$ cat src/rtl/booth_multiplier_if.sv
// Operand/result bundle for booth_multiplier.
//   a, b     : 8-bit two's-complement multiplicand / multiplier (driven by master)
//   product  : 16-bit signed product, registered (driven by slave)
//   block    : current Booth recoding triplet, 000 outside the step phase (driven by slave)
interface booth_multiplier_if;
    logic [7:0]  a;
    logic [7:0]  b;
    logic [15:0] product;
    logic [2:0]  block;

    modport master (
        output a,
        output b,
        input  product,
        input  block
    );

    modport slave (
        input  a,
        input  b,
        output product,
        output block
    );
endinterface

$ cat src/rtl/booth_multiplier.sv
// Sequential 8x8 signed multiplier using radix-4 (modified Booth) recoding of b.
// A multiplication is armed by reset; after release the FSM walks IDLE -> LOAD ->
// four STEP edges -> DONE, so product is valid 6 rising edges after reset release.
//   clk  : rising-edge clock
//   rst  : asynchronous active-high reset; clears all state and arms a new multiply
//   bus  : slave side of booth_multiplier_if (a, b in; product, block out)
module booth_multiplier (
    input  logic              clk,
    input  logic              rst,
    booth_multiplier_if.slave bus
);

    typedef enum logic [1:0] {
        StIdle,
        StLoad,
        StStep,
        StDone
    } state_e;

    state_e      state_q, state_d;
    logic [1:0]  step_q, step_d;
    logic [15:0] a_q, a_d;
    logic [7:0]  b_q, b_d;
    logic [15:0] acc_q, acc_d;
    logic [15:0] product_q, product_d;

    logic [8:0]  b_ext;
    logic [2:0]  triplet;
    logic [15:0] pp;
    logic [15:0] pp_shift;
    logic [15:0] sum;

    // Appending a zero supplies the implicit b[-1] of the first triplet.
    assign b_ext = {b_q, 1'b0};

    always_comb begin
        triplet = 3'b000;
        if (state_q == StStep) begin
            triplet = b_ext[{step_q, 1'b0} +: 3];
        end
    end

    always_comb begin
        pp = 16'd0;
        unique case (triplet)
            3'b001, 3'b010: pp = a_q;
            3'b011:         pp = a_q << 1;
            3'b100:         pp = -(a_q << 1);
            3'b101, 3'b110: pp = -a_q;
            default:        pp = 16'd0;
        endcase
    end

    // Step i carries weight 4^i; all arithmetic wraps modulo 2^16.
    assign pp_shift = pp << {step_q, 1'b0};
    assign sum      = acc_q + pp_shift;

    always_comb begin
        state_d   = state_q;
        step_d    = step_q;
        a_d       = a_q;
        b_d       = b_q;
        acc_d     = acc_q;
        product_d = product_q;
        unique case (state_q)
            StIdle: begin
                state_d = StLoad;
            end
            StLoad: begin
                a_d     = {{8{bus.a[7]}}, bus.a};
                b_d     = bus.b;
                acc_d   = 16'd0;
                step_d  = 2'd0;
                state_d = StStep;
            end
            StStep: begin
                acc_d  = sum;
                step_d = step_q + 2'd1;
                if (step_q == 2'd3) begin
                    // Only the final sum is published; intermediates stay internal.
                    product_d = sum;
                    state_d   = StDone;
                end
            end
            StDone: begin
                state_d = StDone;
            end
            default: begin
                state_d = StIdle;
            end
        endcase
    end

    always_ff @(posedge clk or posedge rst) begin
        if (rst) begin
            state_q   <= StIdle;
            step_q    <= 2'd0;
            a_q       <= 16'd0;
            b_q       <= 8'd0;
            acc_q     <= 16'd0;
            product_q <= 16'd0;
        end else begin
            state_q   <= state_d;
            step_q    <= step_d;
            a_q       <= a_d;
            b_q       <= b_d;
            acc_q     <= acc_d;
            product_q <= product_d;
        end
    end

    assign bus.product = product_q;
    assign bus.block   = triplet;

endmodule

$ cat src/flat_wrapper.sv
// flat-port wrapper written by rule: the top's interface ports become plain ports
module booth_multiplier_flat 
  (clk, rst, bus_a, bus_b, bus_product, bus_block);
  booth_multiplier_if bus_i ();
  input  logic clk;
  input  logic rst;
  input wire logic [$bits(bus_i.a)-1:0] bus_a;
  input wire logic [$bits(bus_i.b)-1:0] bus_b;
  output wire logic [$bits(bus_i.product)-1:0] bus_product;
  output wire logic [$bits(bus_i.block)-1:0] bus_block;
  assign bus_i.a = bus_a;
  assign bus_i.b = bus_b;
  assign bus_product = bus_i.product;
  assign bus_block = bus_i.block;
  booth_multiplier u_core (.clk(clk), .rst(rst), .bus(bus_i));
endmodule
$ cat config.mk
export PLATFORM = sky130hd
export DESIGN_NAME = booth_multiplier_flat
export DESIGN_NICKNAME = d
export VERILOG_FILES = /design/src/rtl/booth_multiplier_if.sv /design/src/rtl/booth_multiplier.sv /design/src/flat_wrapper.sv
export SDC_FILE = /design/constraint.sdc
export NUM_CORES = 1
export LEC_CHECK = 0
export ABC_AREA = 1
export BUFFER_PORTS_ARGS = -buffer_cell sky130_fd_sc_hd__buf_2
export CAP_MARGIN = 20
export CORE_UTILIZATION = 60
export CTS_CLUSTER_DIAMETER = 80
export DETAILED_ROUTE_END_ITERATION = 6
export GPL_TIMING_DRIVEN = 1
export PLACE_DENSITY = 0.81
export REMOVE_ABC_BUFFERS = 1
export SYNTH_ARGS = -nofsm -noshare
export SYNTH_HDL_FRONTEND = slang
export SYNTH_SLANG_ARGS = --single-unit
$ cat constraint.sdc
create_clock -name clk -period 6.09 [get_ports clk]
set_clock_uncertainty 0.05 [all_clocks]
set_input_delay 0.609 -clock clk [delete_from_list [all_inputs] [get_ports clk]]
set_output_delay 0.609 -clock clk [all_outputs]
set_load 0.05 [all_outputs]
* After elaboration in Yosys (flattened, before gate mapping) *
Cells that the tools add are included.

storage, ports and cells
  input port bits = 18
  word-level logic and storage cells = 34
  bits in registers = 52
  output and inout port bits = 19

operators by class
  shift operators = 2
  muxes and demuxes = 6
  $add $sub $neg = 4
  equality and inequality tests = 11
  reduce and logical (&&, ||, !) cells = 5

operators by type and width
  operator             number
  $pmux 16 s4          1
  $neg 16->16          2
  $pmux 16 s2          1
  $add 16x16->16       1
  $shl 16x3->16        1
  $eq 3x3->1 const B   3
  $shiftx 9x4->3       1
  $pmux 2 s4           1
  $eq 2x2->1 const B   3
  $eq 3x2->1 const B   2
  $pmux 2 s2           1
  $reduce_or 2->1      2
  $eq 3x1->1 const B   1
  $mux 3               1
  $add 2x1->2 const B  1
  $eq 2x1->1 const B   1
  $logic_not 2->1      1
  $mux 2               1
  $ne 2x2->1 const B   1
  $reduce_and 2->1     1
  $reduce_bool 2->1    1

* Depth between registers and ports, before layout *
Gate-level depths: netlist of the first run.

  depth after elaboration = 8
  mapped depth = 29
  mapped depth without buffers = 28

* Worst setup path after synthesis of the first run *
No wires, ideal clock.

  path kind = register to register
  start = reg u_core.state_q[0]
  end = reg u_core.product_q[12], in the netlist u_core.bus.product[12]
  slack = 2823 ps
  data arrival time = 3099 ps
  library setup time = 118 ps
  stages on the path, launching flop included = 26
  clock period less this slack = 3267 ps
  path buffers = 1
  required time = 5922 ps
  cells stage by stage = dfrtp_1 > inv_1 > ha_1 > buf_2 > nand3_4 > inv_2 > nand3_1 > nand2_1 > nand2_1 > o211ai_1 > nand2_1 > inv_1 > nand2_1 > fa_1 > inv_1 > nand3_1 > nand2_1 > nand4_1 > nand3_1 > nand2_1 > a21oi_1 > nand3_1 > nand2_1 > nand2_1 > nand3_1 > nand2_1

between the ends
  cells in the longest elaborated chain, start to end = 7
  elaborated cells on any way between the ends = 14
  those cells by class = add/sub (1); eq/ne (7); shift (1); mux (2); reduce/logical (3)

ends and longest elaborated chain
  element                             line                     RTL
  start: declaration                  booth_multiplier.sv:20   state_e state_q, state_d;
  start signal: assignment            booth_multiplier.sv:96   state_q <= StIdle;
  start signal: assignment            booth_multiplier.sv:103  state_q <= state_d;
  $eq 2x2->1 (*)                      booth_multiplier.sv:38   if (state_q == StStep) begin
  $mux 3 (*)                          booth_multiplier.sv:38
  net bus_block[2]                    flat_wrapper.sv:10       output wire logic [$bits(bus_i.block)-1:0] bus_block;
  $eq 3x3->1 (tied with other cells)  booth_multiplier.sv:45   unique case (triplet)
  $reduce_or 2->1                     booth_multiplier.sv:45
  $pmux 16 s4 (*)                     booth_multiplier.sv:45
  $shl 16x3->16 (*)                   booth_multiplier.sv:55   assign pp_shift = pp << {step_q, 1'b0};
  $add 16x16->16 (*)                  booth_multiplier.sv:56   assign sum = acc_q + pp_shift;
  end signal: assignment              booth_multiplier.sv:108  product_q <= product_d;
  end: declaration                    booth_multiplier.sv:25   logic [15:0] product_q, product_d;

Mark *: on every way through the listed nets, which the timed path passes. The rest lies on a longest branch.
A chain may end at the register's enable or synchronous reset.

* Worst setup path after layout of the first run *
  start = reg u_core.step_q[1]
  end = reg u_core.acc_q[9]

between the ends
  cells in the longest elaborated chain, start to end = 8
  elaborated cells on any way between the ends = 14
  those cells by class = add/sub (1); eq/ne (6); shift (2); mux (3); reduce/logical (2)

ends and longest elaborated chain
  element                             line                     RTL
  start: declaration                  booth_multiplier.sv:21   logic [1:0] step_q, step_d;
  start signal: assignment            booth_multiplier.sv:104  step_q <= step_d;
  $shiftx 9x4->3                      booth_multiplier.sv:39   triplet = b_ext[{step_q, 1'b0} +: 3];
  $mux 3                              booth_multiplier.sv:38
  $eq 3x3->1 (tied with other cells)  booth_multiplier.sv:45
  $reduce_or 2->1                     booth_multiplier.sv:45
  $pmux 16 s4                         booth_multiplier.sv:45
  $shl 16x3->16 (*)                   booth_multiplier.sv:55
  $add 16x16->16 (*)                  booth_multiplier.sv:56
  $pmux 16 s2 (*)                     booth_multiplier.sv:65   unique case (state_q)
  end signal: assignment              booth_multiplier.sv:100  acc_q <= 16'd0;
  end signal: assignment              booth_multiplier.sv:107  acc_q <= acc_d;
  end: declaration                    booth_multiplier.sv:24   logic [15:0] acc_q, acc_d;

Every way passes the cells marked *; elsewhere a longest branch is shown, timed or not.

==> results of run 1 <==
==> worst max-delay path, cell delays in order, from the launching register on <==
cell,delay (ns)
dfrtp_1,0.77
inv_1,0.36
nand2_1,0.16
nand3_1,0.07
nand2_1,0.12
nand3_1,0.19
nand2_4,0.17
inv_2,0.04
nand2_2,0.13
o22ai_1,0.09
nor2_1,0.22
o21ai_1,0.13
and2_1,0.19
ha_1,0.34
nand3_1,0.10
nand3_1,0.12
nand2_1,0.07
a22oi_1,0.35
nand2_1,0.09
nand2_1,0.15
a21oi_1,0.13
xnor2_1,0.31
nand2_1,0.11
nand2_1,0.07
==> logic make-up after synthesis <==
| logic type | count (synthesis) | share of synthesized area (%) |
|---|---|---|
| compound gates | 90 | 13.97 |
| xor+xnor | 13 | 3.210 |
| mux | 3 | 0.8466 |
| flops | 52 | 36.68 |
| buf+inv | 65 | 7.654 |
| fa+ha+maj | 22 | 7.972 |
| simple gates | 243 | 29.66 |
==> area by class of cell <==
type	count	share of cell area, %
clock buffer	5	1.766
clock inverter	3	1.766
inverter	51	4.976
multi-input combinational	371	50.66
sequential	52	33.39
tap	72	2.311
timing repair buffer	37	5.136
==> layer usage <==
| metal | global-route usage [%] | up-vias | share of wire (%) |
|---|---|---|---|
| li1 | - | 1660 | - |
| met1 | 40.93 | 1519 | 48 |
| met2 | 47.22 | 88 | 46 |
| met3 | 4.483 | 11 | 4.7 |
| met4 | 7.818 | 0 | 1.2 |
| met5 | 0 | - | 0 |
==> state kept, by name (all words and copies together), names as in the netlist <==
| signal | cells |
|---|---|
| u_core.acc_q | 16 |
| u_core.b_q | 8 |
| u_core.a_q | 8 |
| u_core.state_q | 2 |
| u_core.step_q | 2 |
| u_core.bus.product | 16 |
==> power groups by stage <==
stage               Clock, W  Combinational [W]  Sequential, W
global placement           0           0.000476       0.000495
CTS                 0.000294           0.000488       0.000493
floorplan                  0           0.000225       0.000644
detailed placement         0           0.000487       0.000498
global route        0.000305           0.000540       0.000505
finish              0.000289           0.000493       0.000493
==> how the worst max path moves through the flow <==
stage	start	endpoint	slack (ns)	depth (start not counted)
floorplan	u_core.step_q[1]	u_core.bus.product[12]	2.40	26
global placement	u_core.step_q[1]	u_core.bus.product[11]	1.78	24
detailed placement	u_core.step_q[1]	u_core.acc_q[9]	1.63	23
CTS	u_core.step_q[1]	u_core.acc_q[9]	1.58	23
global route	u_core.step_q[1]	u_core.bus.product[11]	0.87	24
finish	u_core.step_q[1]	u_core.acc_q[9]	1.49	23
==> stage by stage <==
| stage | setup slack, ns | area (sq um) |
|---|---|---|
| 6_report | 1.493 | 3897 |
| 5_1_grt | 0.8698 | 3897 |
| 4_1_cts | 1.576 | 3877 |
| 3_5_place_dp | 1.633 | 3740 |
| 3_3_place_gp | 1.776 | 3740 |
| 2_1_floorplan | 2.400 | 3470 |
==> cells in the final DEF, fill, tap and decap left out, types with 3 or more instances in the layout <==
cell type	n
nand4_1	5
nand3_1	31
clkbuf_8	5
nand2_2	5
o21ai_2	3
o21ai_0	40
nor2_1	31
mux2i_1	3
inv_1	45
a21oi_1	21
o21ai_1	11
inv_2	5
ha_1	21
xnor2_1	7
xor2_1	6
nand2_1	156
buf_2	36
o22ai_1	4
dfrtp_1	52
==> metrics, run 1 <==
nets@finish 558; die height 78.89 microns; Post-synth EDFFs 0; final core occ 69.50%; CTS Sinks 52; placed cells 582; hold buffers post-CTS 0; CTS tree yes; Worst EP arrival 4.81 ns; asr flop ratio synth 100.0%; Switching Fraction 41.58%; unrepaired setup endpoints after global routing no; core area 5608 sq um; DRT Pass-1 Iters 5; All-Layer GR Usage 29.22%; reg2reg start u_core.step_q[1]; Fin Setup TNS 0 ns; CP max FO 21; slew of the pin with the lowest slew margin 0.8870 ns; Resized Gates After CTS 0; syn_area_per_cell 7.269 sq um; GP Congestion 0.9419; number of synthesized register bits 52; Worst R2R Setup Slack 1.49 ns; initial antenna violation count 0; Vias/cell 5.547; total net switching power 0.0005298 W; Max Cap Violations 0; Area growth syn-to-layout 9.877%; root buffer cell clkbuf_8; # rows 27; Clock power frac 22.6%; Post-Route WL 8279 microns; Clock Latency Late Sink 0.32 ns; fmax 0.2175 GHz; WP data required 6.30 ns; Layout Cells excl Fill 591; register area share after synthesis 36.68%; Mapped Cells 488; top-area cell type share of the netlist area 36.68%; synth cell count leaders nand2_1, dfrtp_1, inv_1; DP HPWL 6131 microns; Critical Path End Type flop; leakage 2.080 nW; Synth cell types 40; Initial Util 63.25%; vias in the first global route 3095; first-pass GRT wire length 14300 microns; Clock Path Buffers 2; FF-to-FF path depth 23; Max Slew Vio Count 0; CP startpoint kind flop; Fin. Hold Viols 0; Reg-to-Reg End u_core.acc_q[9]; I/O Buffers 36; gr ovfl total 0; Hold Crit Class in2async; Max-slew headroom 40.72%; Area contributors post-synth dfrtp_1, nand2_1, ha_1, o21ai_0, inv_1; vias 3278; synthesized area 3547 sq um; Filler Cell Count 504; Power Dens Cells 326.9 nW/um^2; Max IR drop VDD 0.0002688 V; CTS buffer count 5; post-CTS setup buffers 0; P_int 0.0007443 W; Primary FF master, synth dfrtp_1; Avg WL per Cell 14.01 microns; share of cells above drive strength 1 13.29%; Final ANT Viol Nets 0; total power 0.001274 W; IO Count 37; hold_ws 0.2512 ns; drt initial violations 286; Tcrit/Tclk final 75.48%; drc violations 0; number of synthesis warnings 0; n_diodes 0; Die X 78.89 microns; Sequential Power Share 38.7%; DIE AREA 6224 sq um; Tmin final 4.597 ns; largest net degree at the start of global routing 53; multi-input logic area 1974 sq um; critical path start-end classification reg2reg; Comb pwr share 38.7%; H-tree levels 2; CTS clk-pin slew, worst paths 0.10 ns; Reg area 1301 sq um; status finished clean; post-synth top area cell dfrtp_1; count leader, synth nand2_1; Final Setup Violations 0
Note: power is estimated with default switching activity, not from simulation.
==> run 2: changes to the inputs <==
--- a/config.mk
+++ b/config.mk
@@ -8,11 +8,11 @@
 export ABC_AREA = 1
 export BUFFER_PORTS_ARGS = -buffer_cell sky130_fd_sc_hd__buf_2
 export CAP_MARGIN = 20
-export CORE_UTILIZATION = 60
+export CORE_UTILIZATION = 54
 export CTS_CLUSTER_DIAMETER = 80
 export DETAILED_ROUTE_END_ITERATION = 6
 export GPL_TIMING_DRIVEN = 1
-export PLACE_DENSITY = 0.81
+export PLACE_DENSITY = 0.77
 export REMOVE_ABC_BUFFERS = 1
 export SYNTH_ARGS = -nofsm -noshare
 export SYNTH_HDL_FRONTEND = slang
==> constraint.sdc (replaced) <==
create_clock -name clk -period 3.8 [get_ports clk]
set_clock_uncertainty 0.05 [all_clocks]
set_input_delay 0.38 -clock clk [delete_from_list [all_inputs] [get_ports clk]]
set_output_delay 0.38 -clock clk [all_outputs]
set_load 0.05 [all_outputs]
==> run 2 against run 1 <==
First-iteration DRC count shrank 20%; global-route usage fell by 3.6 points; total power up 61%; via count decreased by 1.8%; hold slack worse by 0.048 ns; worst setup slack got worse by 1.3 ns; sequential share of layout area shrank 1.3 points; combinational power is 62% higher; largest cell class unchanged; largest power group is now combinational cells; maximum frequency up 29%; critical path type unchanged.
==> metrics, run 2 (synthesized netlist as in run 1, its figures left out) <==
P_int 0.001203 W (was 0.0007443 W); Die X 83.05 microns (was 78.89 microns); Max-slew headroom 44.13% (was 40.72%); DP HPWL 6124 microns (was 6131 microns); total net switching power 0.0008533 W (was 0.0005298 W); Area growth syn-to-layout 14.46% (was 9.877%); I/O Buffers 36 (unchanged); fmax 0.2809 GHz (was 0.2175 GHz); Max Cap Violations 0 (unchanged); die height 83.05 microns (was 78.89 microns); slew of the pin with the lowest slew margin 0.8361 ns (was 0.8870 ns); drt initial violations 230 (was 286); FF-to-FF path depth 23 (unchanged); Sequential Power Share 38.2% (was 38.7%); DRT Pass-1 Iters 5 (unchanged); pre-CTS WS 0.09045 ns (was 1.633 ns); Vias/cell 5.293 (was 5.547); Max IR drop VDD 0.0005001 V (was 0.0002688 V); H-tree levels 2 (unchanged); # rows 29 (was 27); Final ANT Viol Nets 0 (unchanged); Hold Crit Class in2reg (was in2async); Post-Route WL 8463 microns (was 8279 microns); Clock power frac 23.0% (was 22.6%); share of cells above drive strength 1 17.70% (was 13.29%); Tcrit/Tclk final 93.67% (was 75.48%); WP data required 3.97 ns (was 6.30 ns); Fin. Hold Viols 0 (unchanged); Tmin final 3.559 ns (was 4.597 ns); CTS Sinks 52 (unchanged); hold path depth 3; GP Congestion 0.8950 (was 0.9419); CP max FO 7 (was 21); DIE AREA 6897 sq um (was 6224 sq um); gr ovfl total 0 (unchanged); Clock Latency Late Sink 0.32 ns (about the same); hold_ws 0.2029 ns (was 0.2512 ns); total power 0.002056 W (was 0.001274 W); leakage 2.142 nW (was 2.080 nW); status finished clean (unchanged); Final Setup Violations 0 (unchanged); most common cell after layout, fill and taps aside nand2_1 (unchanged); Avg WL per Cell 13.92 microns (was 14.01 microns); Power Dens Cells 506.4 nW/um^2 (was 326.9 nW/um^2); final worst slack 0.2406 ns (was 1.493 ns); Fin Setup TNS 0 ns (unchanged); first-pass GRT wire length 14280 microns (was 14300 microns); CTS clk-pin slew, worst paths 0.10 ns (about the same); vias in the first global route 3046 (was 3095); CTS tree yes (unchanged); Clock Path Buffers 2 (unchanged); root buffer cell clkbuf_8 (unchanged); Comb pwr share 38.8% (was 38.7%); Initial Util 55.86% (was 63.25%); most frequent cells in the layout nand2_1, dfrtp_1, inv_1 (unchanged); nets@finish 570 (was 558); critical path start-end classification reg2reg (unchanged); Worst R2R Setup Slack 0.24 ns (was 1.49 ns); drc violations 0 (unchanged); CP startpoint kind flop (unchanged); Critical Path End Type flop (unchanged); n_diodes 0 (unchanged); core area 6350 sq um (was 5608 sq um); initial antenna violation count 0 (unchanged); CTS buffer count 5 (unchanged); All-Layer GR Usage 25.65% (was 29.22%); vias 3218 (was 3278); Worst EP arrival 3.73 ns (was 4.81 ns); Switching Fraction 41.50% (was 41.58%); Max Slew Vio Count 0 (unchanged); largest net degree at the start of global routing 53 (unchanged); IO Count 37 (unchanged)
-- run 2: cell types whose count changed in the layout (fill, tap and decap cells not counted), moves of 2 or more --
cell / change
o21ai_0: -2
o21ai_2: +2
a21oi_1: -3
buf_4: +11
a21oi_2: +3
dfrtp_2: +2
nand2_1: -2
dfrtp_1: -2
-- run 2: stage by stage --
| step | cells | util (%) | area (sq um) |
|---|---|---|---|
| 5_1_grt | 608 | 63.94 | 4060 |
| 4_1_cts | 600 | 61.75 | 3921 |
| 3_5_place_dp | 592 | 59.59 | 3784 |
| 2_1_floorplan | 474 | - | 3470 |
| 3_3_place_gp | 592 | 59.59 | 3784 |
| 6_report | 608 | 63.94 | 4060 |
-- run 2: worst paths after layout --
check | from | to
hold reg to reg | u_core.bus.product[9] | u_core.bus.product[9]
setup reg to reg | u_core.step_q[1] | u_core.bus.product[13]
hold / removal | bus_b[4] | u_core.b_q[4]
max in group asynchronous | rst | u_core.step_q[1]
min in group asynchronous | rst | u_core.b_q[7]
setup / recovery | u_core.step_q[1] | u_core.bus.product[13]
-- run 2: what timing repair did --
action | 4_1_cts | 5_1_grt
hold endpoints to repair | 0 | 9
setup buffers | 0 | 6
hold buffers | 0 | 1
setup endpoints to repair | 0 | 19
resized for setup | 0 | 21
-- run 2: area by class of cell --
type                            instances  area (sq um)
Clock buffer                            5         68.82
Clock inverter                          3         68.82
Fill cell                             594          2290
Inverter                               51         196.4
Multi-Input combinational cell        371          2033
Sequential cell                        52          1304
Tap cell                               77         96.34
Timing Repair Buffer                   49         292.8
-- run 2: critical path: stages (launching register included) --
cell and delay (ns):
dfrtp_2 0.48, inv_2 0.13, nand2_1 0.08, nand3_1 0.07
nand2_1 0.09, nand2_2 0.12, nand2_4 0.08, nand2_4 0.10
inv_2 0.05, nand2_4 0.10, o22ai_1 0.08, nor2_1 0.17
buf_4 0.13, nand2_1 0.04, o21ai_1 0.14, o21ai_1 0.12
ha_1 0.35, a21oi_1 0.21, o21ai_0 0.12, a211oi_1 0.21
nand2_1 0.11, or2_2 0.29, nand3_1 0.07, nand2_1 0.06
-- run 2: per-layer routing --
| metal | global-route usage [%] | part of all wire, % |
|---|---|---|
| met3 | 4.573 | 4.6 |
| met4 | 6.270 | 1.5 |
| met5 | 0 | 0 |
| met2 | 39.94 | 44 |
| met1 | 37.11 | 50 |
-- run 2: power groups by stage --
| stage | registers [W] | logic, W | clock network, W |
|---|---|---|---|
| finish | 0.000785 | 0.000798 | 0.000473 |
| global route | 0.000805 | 0.000881 | 0.000496 |
| CTS | 0.000785 | 0.000784 | 0.000479 |
| detailed placement | 0.000794 | 0.000781 | 0 |
| global placement | 0.000789 | 0.000772 | 0 |
| floorplan | 0.00103 | 0.000361 | 0 |
